==> src/rtl/pipe_ctrl_pkg.sv <==
// Shared encodings for the pipeline sequencer: stall vectors, FSM states, enables, PC width.
package pipe_ctrl_pkg;

    localparam int PC_WIDTH = 32;

    localparam logic ENABLE  = 1'b1;
    localparam logic DISABLE = 1'b0;

    // bit0 PC, bit1 IF/ID, bit2 ID/EX, bit3 EX/MEM, bit4 MEM/WB, bit5 reserved
    localparam logic [5:0] STALL_NONE   = 6'b000000;
    localparam logic [5:0] STALL_ID     = 6'b000111;
    localparam logic [5:0] STALL_EX     = 6'b001111;
    localparam logic [5:0] STALL_FREEZE = 6'b011111;

    typedef enum logic [1:0] {
        ST_RUN     = 2'd0,
        ST_MC_WAIT = 2'd1,
        ST_FLUSH   = 2'd2
    } state_t;

endpackage

==> src/rtl/pipe_ctrl_mc_counter.sv <==
// Loadable down-counter for multi-cycle EX ops; done flags the final counted cycle.
module mc_counter #(
    parameter int W = 6
) (
    input  logic         clk,
    input  logic         rst,
    input  logic         load,
    input  logic [W-1:0] load_val,
    input  logic         dec,
    input  logic         clr,
    output logic         done
);

    logic [W-1:0] cnt;

    always_ff @(posedge clk) begin
        if (rst || clr) begin
            cnt <= '0;
        end else if (load) begin
            cnt <= load_val;
        end else if (dec && (cnt != '0)) begin
            cnt <= cnt - W'(1);
        end
    end

    assign done = (cnt == W'(1));

endmodule

==> src/rtl/pipe_ctrl.sv <==
// Pipeline sequencer: per-stage stalls, multi-cycle EX sequencing, exception flush/redirect.
// Optional PIPE_CTRL_PERF_EN adds stall-cycle performance counters.
module pipe_ctrl
    import pipe_ctrl_pkg::*;
#(
    parameter int CNT_W = 6,
    parameter int PC_W  = PC_WIDTH
) (
    input  logic             clk,
    input  logic             rst,
    input  logic             stallreq_id,
    input  logic             ex_mc_start,
    input  logic [CNT_W-1:0] ex_mc_cycles,
    input  logic             excp_req,
    input  logic [PC_W-1:0]  excp_vec,
    output logic [5:0]       stall,
    output logic             flush,
    output logic [PC_W-1:0]  new_pc,
    output logic             busy
`ifdef PIPE_CTRL_PERF_EN
    ,
    output logic [31:0]      perf_id_stall,
    output logic [31:0]      perf_ex_stall
`endif
);

    state_t state;
    logic   mc_go;
    logic   mc_long;
    logic   cnt_dec;
    logic   cnt_clr;
    logic   cnt_done;

    // A zero-length op never stalls; length 1 stalls only the start cycle.
    assign mc_go   = (state == ST_RUN) && !excp_req && ex_mc_start && (ex_mc_cycles != '0);
    assign mc_long = mc_go && (ex_mc_cycles > CNT_W'(1));
    assign cnt_dec = (state == ST_MC_WAIT) && !excp_req;
    assign cnt_clr = (state == ST_MC_WAIT) && excp_req;

    mc_counter #(.W(CNT_W)) u_mc_counter (
        .clk      (clk),
        .rst      (rst),
        .load     (mc_long),
        .load_val (ex_mc_cycles - CNT_W'(1)),
        .dec      (cnt_dec),
        .clr      (cnt_clr),
        .done     (cnt_done)
    );

    always_comb begin
        stall = STALL_NONE;
        case (state)
            ST_RUN: begin
                if (excp_req)         stall = STALL_FREEZE;
                else if (mc_go)       stall = STALL_EX;
                else if (stallreq_id) stall = STALL_ID;
            end
            ST_MC_WAIT: stall = excp_req ? STALL_FREEZE : STALL_EX;
            default:    stall = STALL_NONE;
        endcase
    end

    always_ff @(posedge clk) begin
        if (rst) begin
            state  <= ST_RUN;
            flush  <= DISABLE;
            new_pc <= '0;
            busy   <= DISABLE;
        end else begin
            case (state)
                ST_RUN, ST_MC_WAIT: begin
                    if (excp_req) begin
                        state  <= ST_FLUSH;
                        new_pc <= excp_vec;
                        flush  <= ENABLE;
                        busy   <= ENABLE;
                    end else if (mc_long) begin
                        state <= ST_MC_WAIT;
                        busy  <= ENABLE;
                    end else if ((state == ST_MC_WAIT) && cnt_done) begin
                        state <= ST_RUN;
                        busy  <= DISABLE;
                    end
                end
                default: begin
                    state <= ST_RUN;
                    flush <= DISABLE;
                    busy  <= DISABLE;
                end
            endcase
        end
    end

`ifdef PIPE_CTRL_PERF_EN
    always_ff @(posedge clk) begin
        if (rst || flush) begin
            perf_id_stall <= '0;
            perf_ex_stall <= '0;
        end else begin
            if (stall == STALL_ID) perf_id_stall <= perf_id_stall + 32'd1;
            if (stall == STALL_EX) perf_ex_stall <= perf_ex_stall + 32'd1;
        end
    end
`endif

endmodule

==> config.mk <==
export PLATFORM = sky130hd
export DESIGN_NAME = pipe_ctrl
export DESIGN_NICKNAME = d
export VERILOG_FILES = /design/src/rtl/pipe_ctrl_pkg.sv /design/src/rtl/pipe_ctrl_mc_counter.sv /design/src/rtl/pipe_ctrl.sv
export SDC_FILE = /design/constraint.sdc
export NUM_CORES = 1
export LEC_CHECK = 0
export ABC_CLOCK_PERIOD_IN_PS = 2530
export BUFFER_PORTS_ARGS = -buffer_cell sky130_fd_sc_hd__buf_2
export CELL_PAD_IN_SITES_DETAIL_PLACEMENT = 1
export CELL_PAD_IN_SITES_GLOBAL_PLACEMENT = 1
export CORE_ASPECT_RATIO = 0.8
export CORE_MARGIN = 2
export CORE_UTILIZATION = 23
export CTS_CLUSTER_DIAMETER = 80
export DETAILED_ROUTE_END_ITERATION = 8
export HOLD_SLACK_MARGIN = 0.1
export PLACE_DENSITY_LB_ADDON = 0.25
export SLEW_MARGIN = 20
export SYNTH_ARGS = -nofsm -noshare
export SYNTH_HDL_FRONTEND = slang
export SYNTH_SLANG_ARGS = --single-unit
==> constraint.sdc <==
create_clock -name clk -period 2.53 [get_ports clk]
set_clock_uncertainty 0.15 [all_clocks]
set_input_delay 0.3795 -clock clk [delete_from_list [all_inputs] [get_ports clk]]
set_output_delay 0.3795 -clock clk [all_outputs]
set_load 0.01 [all_outputs]
==> impl_metrics.ini, run 1 <==
[detailed_routing]
drt_wl_total_um = 4940
vias_per_cell = 4.33
drtIter0Drc = 30
drt_first_pass_iters = 4
vias = 1773
avgRoutedWirePerCell_um = 12.1
postRouteAntennaNets = 0
route.detailed.drc = 0

[clocking]
cts_sinks = 42
clock_latency_ns = 0.29
cts_resized = 0
cts_tree = yes
clk_pin_slew_ns = 0.08
hold_buffers = 0
htreeDepth = 2
cts_root_buf = clkbuf_8
cts_buffers = 5
post_cts_buffers = 0
cts_buffer_depth = 2

[global_route]
grt_pass1_wl_um = 8090
grt_remaining_overflow = 0
grt_usage = 0.117
grt_max_degree = 34
antenna_found_initial = 0
grt_pass1_vias = 1756

[timing]
setup_viol = 0
totalNegativeSetupSlack_ns = 0
fmax_ghz = 0.472
final_hold_viol_count = 0
maxSlewViolCount = 0
max-slew-margin-rel = 0.472
whs_ns = 0.165
setup_slack_ns = 0.410
fin_crit_sh = 0.838
min_period_ns = 2.12
worst_pin_slew_ns = 0.785
grt_setup_unrepaired = false

[setup_path]
crit_fanout = 6
start_kind = input pin
path_class = input pin to output pin
cp.required_ns = 2.00
end_kind = output pin
crit_arrival_ns = 1.59

[yosys]
yosys_warnings = 0
synth_cells = 228
synth.avg_cell_area_um2 = 7.98
synth_nets = 276
syn-cell-area_um2 = 1820
synth_edf_count = 0
synth-seq-cells = 42
synth-seq-area-share = 0.462
ys_types = 38
synthFlopType = dfxtp_1
synth-async-reset-ratio = 0

[placement]
place_ws_ns = 0.302
place_inst = 401
dp_hpwl_um = 3660
portBuffers = 81
gp_congestion = 0.685
dpl-instance-area_um2 = 2300

[power_and_ir_drop]
powerDensity_nw_per_um2 = 617
p_leak_nw = 1.08
peakVddDrop_mv = 0.275

[finish]
diodes = 0
layout-drive-gt1-share = 0.316
finalNetCount = 351
final_cell_mix = 81 x buf_2, 66 x nand2_1, 42 x dfxtp_1
mostFrequentLayoutCell = buf_2
final-instance-count-excl-fill = 409
area_delta_synth_final_pct = 32.7
fin_area_um2 = 2410

[floorplan]
coreArea_um2 = 7530
boundaryPins = 83
rows = 28
die_area_um2 = 8640
die_w_um = 103
initial_utilization = 0.242
die_h_um = 83.5

[run_status]
status = finished clean

[worst_hold_path]
min_path_type = input pin to flop

[run]
maxCapViolCount = 0
## synthesized netlist by cell type, drive strengths merged, types with 3 or more instances
| cell type | count | area, µm² |
|---|---|---|
| dfxtp | 42 | 841 |
| or4 | 3 | 22.5 |
| buf | 9 | 51.3 |
| o21ai | 4 | 23.8 |
| ha | 5 | 62.6 |
| nor4 | 3 | 18.8 |
| clkbuf | 8 | 30.0 |
| nand2b | 3 | 18.8 |
| nand2 | 66 | 248 |
| a21oi | 38 | 190 |
| nor2 | 4 | 15.0 |
| a211oi | 4 | 30.0 |
| inv | 10 | 37.5 |
| xnor2 | 3 | 26.3 |
## flip-flops by register name, indices dropped and copies added (netlist names)
name and count:
busy 1, new_pc 32, flush 1, state 2, u_mc_counter.cnt 6
## path summary, 6_finish.rpt
kind / from / endpoint / slack [ns] / depth (start not counted)
worst max-delay path: ex_mc_cycles[2] / stall[1] / 0.41 / 6
worst min-delay path: excp_vec[30] / new_pc[30] / 0.17 / 3
worst max register to register: state[1] / u_mc_counter.cnt[5] / 0.60 / 4
worst min register to register: new_pc[19] / new_pc[19] / 0.30 / 2
## metal layers
layer	vias up	global-route usage	part of all wire
met3	7	0.0561	0.093
li1	914	-	-
met1	798	0.149	0.47
met4	0	0.0287	0.011
met2	54	0.175	0.43
met5	-	0	0
## report_power, final
| group | internal [mW] | switching [mW] | total (mW) |
|---|---|---|---|
| Combinational | 0.103 | 0.136 | 0.239 |
| Clock | 0.295 | 0.231 | 0.526 |
| Sequential | 0.701 | 0.0248 | 0.726 |
| Total | 1.10 | 0.392 | 1.49 |
## area by class of cell
cell class	instances	area, µm²
clock buffer	6	72.6
timing repair buffer	85	435
inverter	10	37.5
fill	952	5120
sequential	42	841
tap	105	131
multi-input combinational	159	860
clock inverter	2	37.5
## worst max-delay path: stages
cell,delay [ns]
buf_2,0.13
nor4_1,0.35
nand2_1,0.12
a211oi_1,0.33
a21oi_1,0.14
buf_2,0.15
## metrics by stage
stage	power [mW]	utilization
3_3_place_gp	0.981	0.306
4_1_cts	1.53	0.321
3_5_place_dp	0.987	0.306
6_report	1.49	0.321
2_1_floorplan	0.883	-
5_1_grt	1.59	0.321
## logic make-up (layout without fill, tap and decap cells)
group / after synthesis / count (layout) / share of synthesized area
AO/OA/AOI/OAI: 59 / 59 / 0.195
other: 1 / 1 / 0.00206
buffers and inverters: 27 / 103 / 0.0653
flip-flops: 42 / 42 / 0.462
AND/OR/NAND/NOR: 89 / 89 / 0.217
adder cells (fa/ha/maj): 5 / 5 / 0.0344
XOR/XNOR: 5 / 5 / 0.0241
Power figures use the tool's default switching activity.
==> inputs of run 2 (changes only) <==
ABC_AREA = 1   (was default)
ABC_CLOCK_PERIOD_IN_PS = 2040   (was 2530)
clock period = 2.04 ns   (was 2.53 ns; I/O delays follow)
==> impl_metrics.ini, run 2 <==
[run_status]
status = finished clean

[setup_path]
cp.required_ns = 1.58
r2r-end = u_mc_counter.cnt[4]
r2r_start = u_mc_counter.cnt[0]
endpoint = stall[2]
rrSetupSlack_ns = 0.54
r2r_cells = 8
end_kind = output pin
crit_start = ex_mc_cycles[0]
crit_arrival_ns = 1.45
crit_fanout = 5
path_class = input pin to output pin
start_kind = input pin

[finish]
regMostFlops = new_pc
final_core_util = 0.361
area_delta_synth_final_pct = 49.7
fin_area_um2 = 2910
largest_reg_flops = 32
mostFrequentLayoutCell = buf_2
final_cell_mix = 81 x buf_2, 76 x nor2_1, 41 x dfxtp_1
layout-drive-gt1-share = 0.326
diodes = 0
finalNetCount = 421
top_regs = new_pc: 32 flops, u_mc_counter.cnt: 6 flops, state: 2 flops

[yosys]
synth_nets = 308
ys_top_cells_by_area = dfxtp_1 43%, nor2_1 15%, o21ai_0 8.5%, nand2_1 5.2%, ha_1 3.2%
syn-cell-area_um2 = 1940
yosysTopAreaCellShare = 0.433
synthFlopType = dfxtp_1
yosys_warnings = 0
synth-seq-cells = 42
synth_edf_count = 0
synth-seq-area-share = 0.433
ys_types = 29
synth_cells = 260
synth-async-reset-ratio = 0
yosysMostFrequentCell = nor2_1
netlist_top_cells_count = 76 x nor2_1, 42 x dfxtp_1, 33 x o21ai_0, 27 x nand2_1, 12 x inv_1
synth_top_area_cell = dfxtp_1
synth.avg_cell_area_um2 = 7.46

[power_and_ir_drop]
peakVddDrop_mv = 0.276
p_clk_frac = 0.332
powerDensity_nw_per_um2 = 702
swShare = 0.289
p_int_mw = 1.45
p_leak_nw = 1.40
p_switching_mw = 0.589
p_comb_frac = 0.217
seqPwrFrac = 0.451

[clocking]
htreeDepth = 2
cts_sinks = 42
cts_buffer_depth = 2
clk_pin_slew_ns = 0.09
cts_buffers = 5
clock_latency_ns = 0.29
cts_root_buf = clkbuf_8
cts_tree = yes

[timing]
max-slew-margin-rel = 0.612
final_hold_viol_count = 0
setup_viol = 0
worst_pin_slew_ns = 0.580
maxSlewViolCount = 0
totalNegativeSetupSlack_ns = 0
grt_setup_unrepaired = false
fmax_ghz = 0.525
fin_crit_sh = 0.934
whs_ns = 0.184
min_period_ns = 1.91

[global_route]
antenna_found_initial = 0
grt_pass1_vias = 2165
grt_remaining_overflow = 0
grt_pass1_wl_um = 10100
grt_usage = 0.135
grt_max_degree = 33

[placement]
dp_hpwl_um = 4040
dpl-instance-area_um2 = 2450
gp_congestion = 0.776
portBuffers = 81

[floorplan]
die_w_um = 107
die_h_um = 86.2
boundaryPins = 83
initial_utilization = 0.241
coreArea_um2 = 8060
rows = 29
die_area_um2 = 9190

[detailed_routing]
postRouteAntennaNets = 0
vias = 2043
drt_first_pass_iters = 3
route.detailed.drc = 0
avgRoutedWirePerCell_um = 12.3
vias_per_cell = 4.24
drtIter0Drc = 16
drt_wl_total_um = 5940

[worst_hold_path]
min_path_type = input pin to flop
min-delay-start = excp_req

[run]
maxCapViolCount = 0
[run 2: cell count changes in the layout (fill, tap and decap cells not counted), moves of 4 or more]
cell / delta
nand2_2: +6
o21ai_1: +6
nor2_1: +72
nor2_4: +4
o21ai_0: +30
nand2_1: -39
a21oi_1: -37
nand3_1: +5
dlygate4sd3_1: +33
[run 2: timing repair]
item                       4_1_cts  5_1_grt
hold buffers                    33        0
hold endpoints to repair        33        0
setup endpoints to repair        0        3
setup buffers                    0        0
gates resized for setup          0        5
[run 2: worst min path at each step]
stage                          end  slack, ns  cells after the start
after floorplan           state[0]       0.23                      1
after global placement       flush       0.32                      2
after detailed placement     flush       0.33                      2
after CTS                    flush       0.16                      3
after global routing         flush       0.19                      3
final                        flush       0.18                      3
[run 2: critical path, cell delays in order]
cell	delay [ns]
buf_2	0.11
inv_1	0.14
ha_2	0.24
nand3_2	0.12
nand2_2	0.12
a31oi_2	0.09
a21o_1	0.17
buf_2	0.14
[run 2: through the flow]
step / setup WS, ns / power, mW / instances
CTS: 0.0403 / 2.07 / 482
finish: 0.134 / 2.04 / 482
global route: 0.00389 / 2.18 / 482
global placement: 0.155 / 1.33 / 441
detailed placement: 0.105 / 1.33 / 441
floorplan: 0.193 / 1.18 / 260
[run 2: per-layer routing]
layer / track usage / wire [µm] / vias to the layer above
li1: - / - / 1055
met1: 0.174 / 2870 / 942
met4: 0.0319 / 41 / 0
met2: 0.227 / 2730 / 42
met5: 0 / 0 / -
met3: 0.0350 / 295 / 4
[run 2: layout make-up]
class	instances	area [µm²]
Fill cell	1022	5150
Clock buffer	5	68.8
Sequential cell	42	845
Tap cell	108	135
Timing Repair Buffer	118	766
Multi-Input combinational cell	190	982
Clock inverter	3	43.8
Inverter	16	65.1
[run 2: logic make-up after synthesis]
logic type,synth area share
simple gates,0.323
compound gates,0.131
flops,0.433
buf+inv,0.0651
fa+ha+maj,0.0322
xor+xnor,0.0135
other cells,0.00193
[run 2: power groups by stage]
stage	logic, mW	registers, mW	clock network [mW]
floorplan	0.216	0.960	0
finish	0.443	0.920	0.677
global route	0.501	0.929	0.748
CTS	0.443	0.920	0.712
global placement	0.390	0.936	0
detailed placement	0.394	0.937	0
==> inputs of run 3 (changes only) <==
ABC_AREA = default   (was 1)
CTS_BUF_LIST = sky130_fd_sc_hd__clkbuf_4   (was default)
==> impl_metrics.ini, run 3 (synthesis results as in run 1) <==
[run_status]
status = finished clean

[floorplan]
initial_utilization = 0.242
coreArea_um2 = 7530
die_h_um = 83.5
rows = 28
die_w_um = 103
die_area_um2 = 8640
boundaryPins = 83

[clocking]
clock_latency_ns = 0.35
cts_buffer_depth = 2
clk_pin_slew_ns = 0.13
cts_sinks = 42
cts_buffers = 5
cts_tree = yes
htreeDepth = 2
cts_root_buf = clkbuf_4

[setup_path]
endpoint = u_mc_counter.cnt[5]
crit_fanout = 8
r2r_start = state[0]
crit_arrival_ns = 2.07
start_kind = flop
r2r-end = u_mc_counter.cnt[5]
path_class = flop to flop
end_kind = flop
rrSetupSlack_ns = 0.1
r2r_cells = 4
crit_start = state[0]
cp.required_ns = 2.17

[detailed_routing]
vias = 1941
vias_per_cell = 4.31
route.detailed.drc = 0
postRouteAntennaNets = 0
drt_first_pass_iters = 5
avgRoutedWirePerCell_um = 12.6
drtIter0Drc = 57
drt_wl_total_um = 5650

[finish]
largest_reg_flops = 32
fin_area_um2 = 2770
diodes = 0
mostFrequentLayoutCell = buf_2
final_cell_mix = 81 x buf_2, 66 x nand2_1, 42 x dfxtp_1
top_regs = new_pc: 32 flops, u_mc_counter.cnt: 6 flops, state: 2 flops
multi_input_area_um2 = 871
area_delta_synth_final_pct = 52.0
register_area_um2 = 841
layout-drive-gt1-share = 0.310
regMostFlops = new_pc
finalNetCount = 392
final-instance-count-excl-fill = 450
n_fill_cell = 954

[global_route]
grt_usage = 0.137
grt_remaining_overflow = 0
antenna_found_initial = 0
grt_max_degree = 33
grt_pass1_wl_um = 9520
grt_pass1_vias = 2040

[power_and_ir_drop]
p_leak_nw = 1.24
powerDensity_nw_per_um2 = 614
peakVddDrop_mv = 0.245
power.total_mw = 1.70

[worst_hold_path]
min_path_type = input pin to flop
min-delay-start = excp_req

[placement]
dp_hpwl_um = 3920
place_inst = 409
dpl-instance-area_um2 = 2360
gp_congestion = 0.727
place_ws_ns = 0.0864
portBuffers = 81

[timing]
setup_slack_ns = 0.0998
totalNegativeSetupSlack_ns = 0
final_hold_viol_count = 0
fin_crit_sh = 0.951
min_period_ns = 1.94
setup_viol = 0
fmax_ghz = 0.515
maxSlewViolCount = 0
grt_setup_unrepaired = false

[run]
maxCapViolCount = 0
[run 3: cell types whose count changed in the layout (fill, tap and decap cells not counted), sizes merged, moves of 3 or more]
cell,delta
or4,+3
nand4,-3
inv,-7
o21ai,-35
buf,+8
a21oi,+34
nand2,+31
nor4,+3
nand3,-9
a211oi,+3
nand2b,+3
nor2,-79
[run 3: worst max-delay path, cell delays in order (launching register included)]
cell	delay (ns)
dfxtp_1	0.44
or3b_4	0.44
a21o_4	0.23
or4_1	0.46
a31oi_1	0.16
[run 3: routing by layer]
layer  wire length, µm  track usage  share of wire
met1              2600        0.179           0.46
met2              2630        0.216           0.47
met3               374       0.0461          0.066
met4                43       0.0335         0.0076
met5                 0            0              0
[run 3: area by class of cell]
type / count / area share
inverters: 10 / 0.0136
well taps: 105 / 0.0475
clock inverters: 3 / 0.00769
flip-flops and latches: 42 / 0.304
repair buffers: 126 / 0.299
clock buffers: 5 / 0.0136
multi-input cells: 159 / 0.315
[run 3: per-stage QoR]
stage	util	hold WS, ns
after CTS	0.366	0.122
after floorplan	-	0.292
final	0.367	0.150
after detailed placement	0.314	0.295
after global placement	0.314	0.289
after global routing	0.367	0.136
[run 3: worst min-delay path by stage]
stage                  to  slack, ns  cells after the start
2_1_floorplan   new_pc[0]       0.29                      2
3_3_place_gp    new_pc[3]       0.29                      2
3_5_place_dp   new_pc[18]       0.30                      2
4_1_cts          state[0]       0.12                      3
5_1_grt          state[0]       0.14                      3
6_report         state[0]       0.15                      3
[run 3: power breakdown]
group	total [mW]	switching (mW)	internal, mW
clock	0.424	0.289	0.134
combinational	0.374	0.189	0.184
sequential	0.900	0.0288	0.871
[run 3: repair_timing]
item	in CTS	in global routing
setup endpoints to repair	0	4
gates resized for setup	0	2
hold buffers	33	0
buffers inserted	0	0
endpoints found under the hold margin	32	0
